**src/rtl/ddr_luma_line_fetcher.sv**
```systemverilog
// ddr_luma_line_fetcher
// Fetches one luma line from DDR in bursts (one outstanding) and streams the
// 64-bit beats into the luma line buffer write port with a fixed 1-cycle delay.
//
// state     | meaning
// ----------+------------------------------------------------------------
// IDLE      | waiting for line_start; stray read beats are discarded
// INIT      | first busy cycle; lb_reset pulse, first burst length computed
// REQ       | ddr_read held with stable address/burstcnt until accepted
// WAIT_DATA | counting beats of the outstanding burst
// FLUSH     | last buffer write in progress (or empty line)
// DONE      | done pulse; busy drops the following cycle
module ddr_luma_line_fetcher #(
  parameter int ADDR_W     = 29,
  parameter int MAX_BURST  = 16,
  parameter int MAX_PIXELS = 640
) (
  input  logic              clk_in,
  input  logic              reset,
  input  logic              line_start,
  input  logic [ADDR_W-1:0] line_base,
  input  logic [9:0]        line_width,
  output logic              busy,
  output logic              done,
  output logic [ADDR_W-1:0] ddr_address,
  output logic [7:0]        ddr_burstcnt,
  output logic              ddr_read,
  input  logic              ddr_waitrequest,
  input  logic [63:0]       ddr_readdata,
  input  logic              ddr_readdatavalid,
  output logic              lb_reset,
  output logic [63:0]       lb_wdata,
  output logic              lb_we
);

  typedef enum logic [2:0] {
    S_IDLE,
    S_INIT,
    S_REQ,
    S_WAIT_DATA,
    S_FLUSH,
    S_DONE
  } state_t;

  localparam logic [10:0] MAX_PIX_W   = 11'(MAX_PIXELS);
  localparam logic [10:0] MAX_BURST_W = 11'(MAX_BURST);
  localparam logic [7:0]  MAX_BURST_B = 8'(MAX_BURST);

  state_t            state;
  state_t            state_next;
  logic [ADDR_W-1:0] next_addr;
  logic [10:0]       words_left;
  logic [7:0]        burst;
  logic [7:0]        beats_left;
  logic [10:0]       width_clamped;
  logic [10:0]       words_in;
  logic [7:0]        burst_calc;
  logic              accept;
  logic              beat;
  logic              last_beat;

  // Word count from the clamped width, and length of the next burst to issue.
  always_comb begin
    width_clamped = ({1'b0, line_width} > MAX_PIX_W) ? MAX_PIX_W : {1'b0, line_width};
    words_in      = (width_clamped + 11'd7) >> 3;
    burst_calc    = (words_left > MAX_BURST_W) ? MAX_BURST_B : words_left[7:0];
  end

  // State register.
  always_ff @(posedge clk_in) begin
    if (reset) state <= S_IDLE;
    else       state <= state_next;
  end

  // Next-state logic and state-decoded outputs.
  always_comb begin
    state_next = state;
    busy       = 1'b1;
    done       = 1'b0;
    lb_reset   = 1'b0;
    ddr_read   = 1'b0;
    accept     = 1'b0;
    beat       = 1'b0;
    last_beat  = 1'b0;
    case (state)
      S_IDLE: begin
        busy = 1'b0;
        if (line_start) state_next = S_INIT;
      end
      S_INIT: begin
        lb_reset   = 1'b1;
        state_next = (words_left == 11'd0) ? S_FLUSH : S_REQ;
      end
      S_REQ: begin
        ddr_read = 1'b1;
        if (!ddr_waitrequest) begin
          accept     = 1'b1;
          state_next = S_WAIT_DATA;
        end
      end
      S_WAIT_DATA: begin
        beat      = ddr_readdatavalid;
        last_beat = ddr_readdatavalid && (beats_left == 8'd1);
        if (last_beat) state_next = (words_left == 11'd0) ? S_FLUSH : S_REQ;
      end
      S_FLUSH: state_next = S_DONE;
      S_DONE: begin
        done       = 1'b1;
        state_next = S_IDLE;
      end
      default: state_next = S_IDLE;
    endcase
  end

  // Request bookkeeping: latched line parameters, burst address/length, beat counter.
  always_ff @(posedge clk_in) begin
    if (reset) begin
      next_addr  <= '0;
      words_left <= '0;
      burst      <= '0;
      beats_left <= '0;
    end else begin
      if (state == S_IDLE && line_start) begin
        next_addr  <= line_base;
        words_left <= words_in;
      end
      if (state_next == S_REQ && state != S_REQ) burst <= burst_calc;
      if (accept) begin
        next_addr  <= next_addr + ADDR_W'(burst);
        words_left <= words_left - 11'(burst);
        beats_left <= burst;
      end
      if (beat) beats_left <= beats_left - 8'd1;
    end
  end

  // Registered write port: one buffer write per accepted beat, one cycle later.
  always_ff @(posedge clk_in) begin
    if (reset) begin
      lb_we    <= 1'b0;
      lb_wdata <= '0;
    end else begin
      lb_we <= beat;
      if (beat) lb_wdata <= ddr_readdata;
    end
  end

  // The burst address/length registers only change outside REQ, so they are
  // stable for the whole time a request waits for acceptance.
  assign ddr_address  = next_addr;
  assign ddr_burstcnt = burst;

endmodule
```
**config.mk**
```make
export PLATFORM = sky130hd
export DESIGN_NAME = ddr_luma_line_fetcher
export DESIGN_NICKNAME = d
export VERILOG_FILES = /design/src/rtl/ddr_luma_line_fetcher.sv
export SDC_FILE = /design/constraint.sdc
export NUM_CORES = 1
export LEC_CHECK = 0
export BUFFER_PORTS_ARGS = -buffer_cell sky130_fd_sc_hd__buf_2
export CAP_MARGIN = 20
export CORE_MARGIN = 5
export CORE_UTILIZATION = 50
export CTS_CLUSTER_DIAMETER = 150
export CTS_CLUSTER_SIZE = 8
export DETAILED_ROUTE_END_ITERATION = 7
export PLACE_DENSITY_LB_ADDON = 0.08
export SYNTH_ARGS = -nofsm -noshare
export SYNTH_HDL_FRONTEND = slang
export SYNTH_SLANG_ARGS = --single-unit
```
**constraint.sdc**
```tcl
create_clock -name clk_in -period 3.4 [get_ports clk_in]
set_clock_uncertainty 0.2 [all_clocks]
set_input_delay 0.17 -clock clk_in [delete_from_list [all_inputs] [get_ports clk_in]]
set_output_delay 0.17 -clock clk_in [all_outputs]
set_load 0.03 [all_outputs]
```
==> metrics.txt <==
setup repair after global routing missed its margin false; TritonCTS Buffers 17; quantity of I/O buffers inserted on ports 213; Max H-tree Level 4; # diodes 0; minimum clock period after layout 3.014 ns; number of antenna violations at the first check in global routing 0; total via count after detailed routing 6821; sort of element at the start of the critical path flip-flop; routed wire length 19.67 mm; result of the run finished clean; final estimated routing congestion in global placement 0.9700; final setup violating endpoints 0; clock buffer depth 2; Arrival @ worst endpoint 3.17 ns; most common flop cell mapped by yosys dfxtp_1; cell with the largest stage delay on the worst path dlygate4sd3_1; starting density of the core 0.5050; post-synthesis instance area 5989 um^2; mean instance size in the synthesized netlist 7.850 um^2; total overflow reported by the global router 0; Leak 3.706 nW; area of the die 14270 um^2; Worst Setup Slack, final 0.3862 ns; post-placement setup slack 0.7340 ns; CTS sink count 124; Hold WC Path Type in -> reg; number of slew-limit violations in the final report 0; Min-Delay Path Depth 4; combined global-route utilization of all metal layers 0.2703; post-detailed-route DRC marker count 0; critical path cell sequence ha_1 > fa_1 > a21o_1 > a31o_2 > o21ai_0 > nor2_1 > a311oi_1 > dlygate4sd3_1; area of the core region 11860 um^2; ys async rst share 0; TritonCTS clock tree built; final total negative setup slack 0 ns; register clock-pin slew on the reported worst setup and hold paths 0.06 ns; biggest area consumer among synthesized cells dfxtp_1; total count of hold-check failures in the final report 0; post-synthesis register bit count 124; largest fanout of any net on the critical path 5; total number of placement rows 40; VDD IR-drop max 0.0004201 V; Max stage delay on crit path 0.57 ns; kind of capture point of the worst setup path flip-flop; sequential-to-total area share from yosys stat 0.4145; Syn Inst Count 763; proportion of layout cells with a drive suffix above 1 0.2512; slew at the pin closest to its max-slew limit 0.7782 ns; worst path buffer plus inverter count 1; family of cells with the greatest summed delay on the critical path compound AO/OA/AOI/OAI gates; synth warn 0; beginning of the worst register-to-register path ddr_burstcnt[0]; share of the core filled with cells 0.7328; Area growth, synth to finish 45.12%; top area cells in the synthesized netlist dfxtp_1, nand2_1, a21oi_1; number of logic stages on the critical path including buffering 8; Syn Nets 891; cell area power density 653.7 nW/um^2; total power 0.005682 W; maximum number of pins on one net before global-route repair 54; Crit path required time 3.56 ns; Die Height 119.5 um; hold path start line_width[4]; most frequent cell after synthesis nand2_1; die width 119.5 um; detailed-placement wirelength estimate 13.15 mm; wire length of the first global-routing pass 31.66 mm; vias in the first global route 6657; total number of nets in the final design 1186; final critical-path share of the clock period 0.8864; number of enable-type register cells in the synthesized netlist 0; beginning of the critical path ddr_burstcnt[0]; max-cap violations 0; highest clock rate 331.8 MHz; relative max-transition margin 0.4777; distinct cell type count of the synthesized netlist 62; top-area cell type share of the netlist area 0.4145; First-pass DRT Iterations 7; leading cell types by count after synthesis nand2_1, dfxtp_1, a21oi_1, clkbuf_1, nor2_1; Clock Root Buffer clkbuf_16; crit path kind reg -> reg; Worst Reg-to-Reg Cells 8; average wire length per cell after detail routing 16.15 um; Avg Vias per Cell 5.600; post-route antenna net violation count 0; number of DRC markers after the initial detailed-route iteration 493; clock latency at the later pin of the worst-skew pair 0.42 ns; I/O pin count 214
[what timing repair did]
action | CTS | global route
hold endpoints to repair | 99 | 0
hold buffers | 101 | 0
setup buffers | 0 | 0
gates resized for setup | 0 | 0
[cells by family (layout without fill, tap and decap cells)]
| kind of cell | count (synthesis) | in the layout | synth area share |
|---|---|---|---|
| DFF | 124 | 124 | 0.4145 |
| and+or+nand+nor | 331 | 331 | 0.2540 |
| buffers and inverters | 66 | 374 | 0.04867 |
| xor gates and xnor gates | 14 | 14 | 0.02047 |
| muxes | 4 | 4 | 0.007311 |
| AOI/OAI and AO/OA | 204 | 204 | 0.2108 |
| adders and majority gates | 20 | 20 | 0.04429 |
[worst paths after layout]
| kind | endpoint | slack, ns |
|---|---|---|
| hold / removal | words_left[1] | 0.0005 |
| hold reg to reg | lb_wdata[26] | 0.25 |
| setup reg to reg | ddr_address[12] | 0.39 |
| setup / recovery | ddr_address[12] | 0.39 |
[layer usage]
layer	global-route usage	vias to the layer above	routed length (um)
met5	0	-	0
met4	0.1246	0	542
met3	0.06648	47	1404
met2	0.4601	286	9555
met1	0.3203	3202	8171
li1	-	3286	-
[per-stage QoR]
step | instance area (um^2) | hold WS [ns] | std cells
2_1_floorplan | 5989 | 0.1060 | 763
3_3_place_gp | 7104 | 0.2099 | 1084
3_5_place_dp | 7116 | 0.2174 | 1085
4_1_cts | 8692 | 0.001733 | 1218
5_1_grt | 8692 | 0.05928 | 1218
6_report | 8692 | 0.0005105 | 1218
[flip-flops by register name, summed over array words and instances (netlist names)]
signal	count
ddr_address	29
lb_wdata	64
lb_we	1
ddr_burstcnt	8
words_left	11
beats_left	8
state	3
[power breakdown]
part | leakage (nW) | switching [W] | internal (W)
Combinational | 2.42 | 0.00130 | 0.000761
Sequential | 1.01 | 0.000260 | 0.00165
Clock | 0.276 | 0.000651 | 0.00106
Total | 3.71 | 0.00221 | 0.00347
[tightest hold or removal path: cells and delay by family]
kind	cells	cell delay (ns)
and+or+nand+nor	1	0.07
xor gates and xnor gates	1	0.14
buffers and inverters	1	0.12
AOI/OAI and AO/OA	1	0.08
[final cells by class]
class	count	area, um^2
well taps	147	183.9
flip-flops and latches	124	2482
clock buffers	22	474.2
inverters	17	63.81
multi-input cells	573	3231
clock inverters	10	91.34
fillers	911	3169
repair buffers	325	2166
[layout by cell type, fill, tap and decap left out, drive strengths merged, types with 10 or more instances in the layout]
cell,instances
o21ai,12
dfxtp,124
clkbuf,22
dlygate4sd3,101
or4,12
nand3,23
a22oi,10
a21oi,100
buf,224
nor3,16
nor2,42
ha,18
inv,17
nand2,188
o211ai,12
a31oi,22
Note: power is estimated with default switching activity, not from simulation.
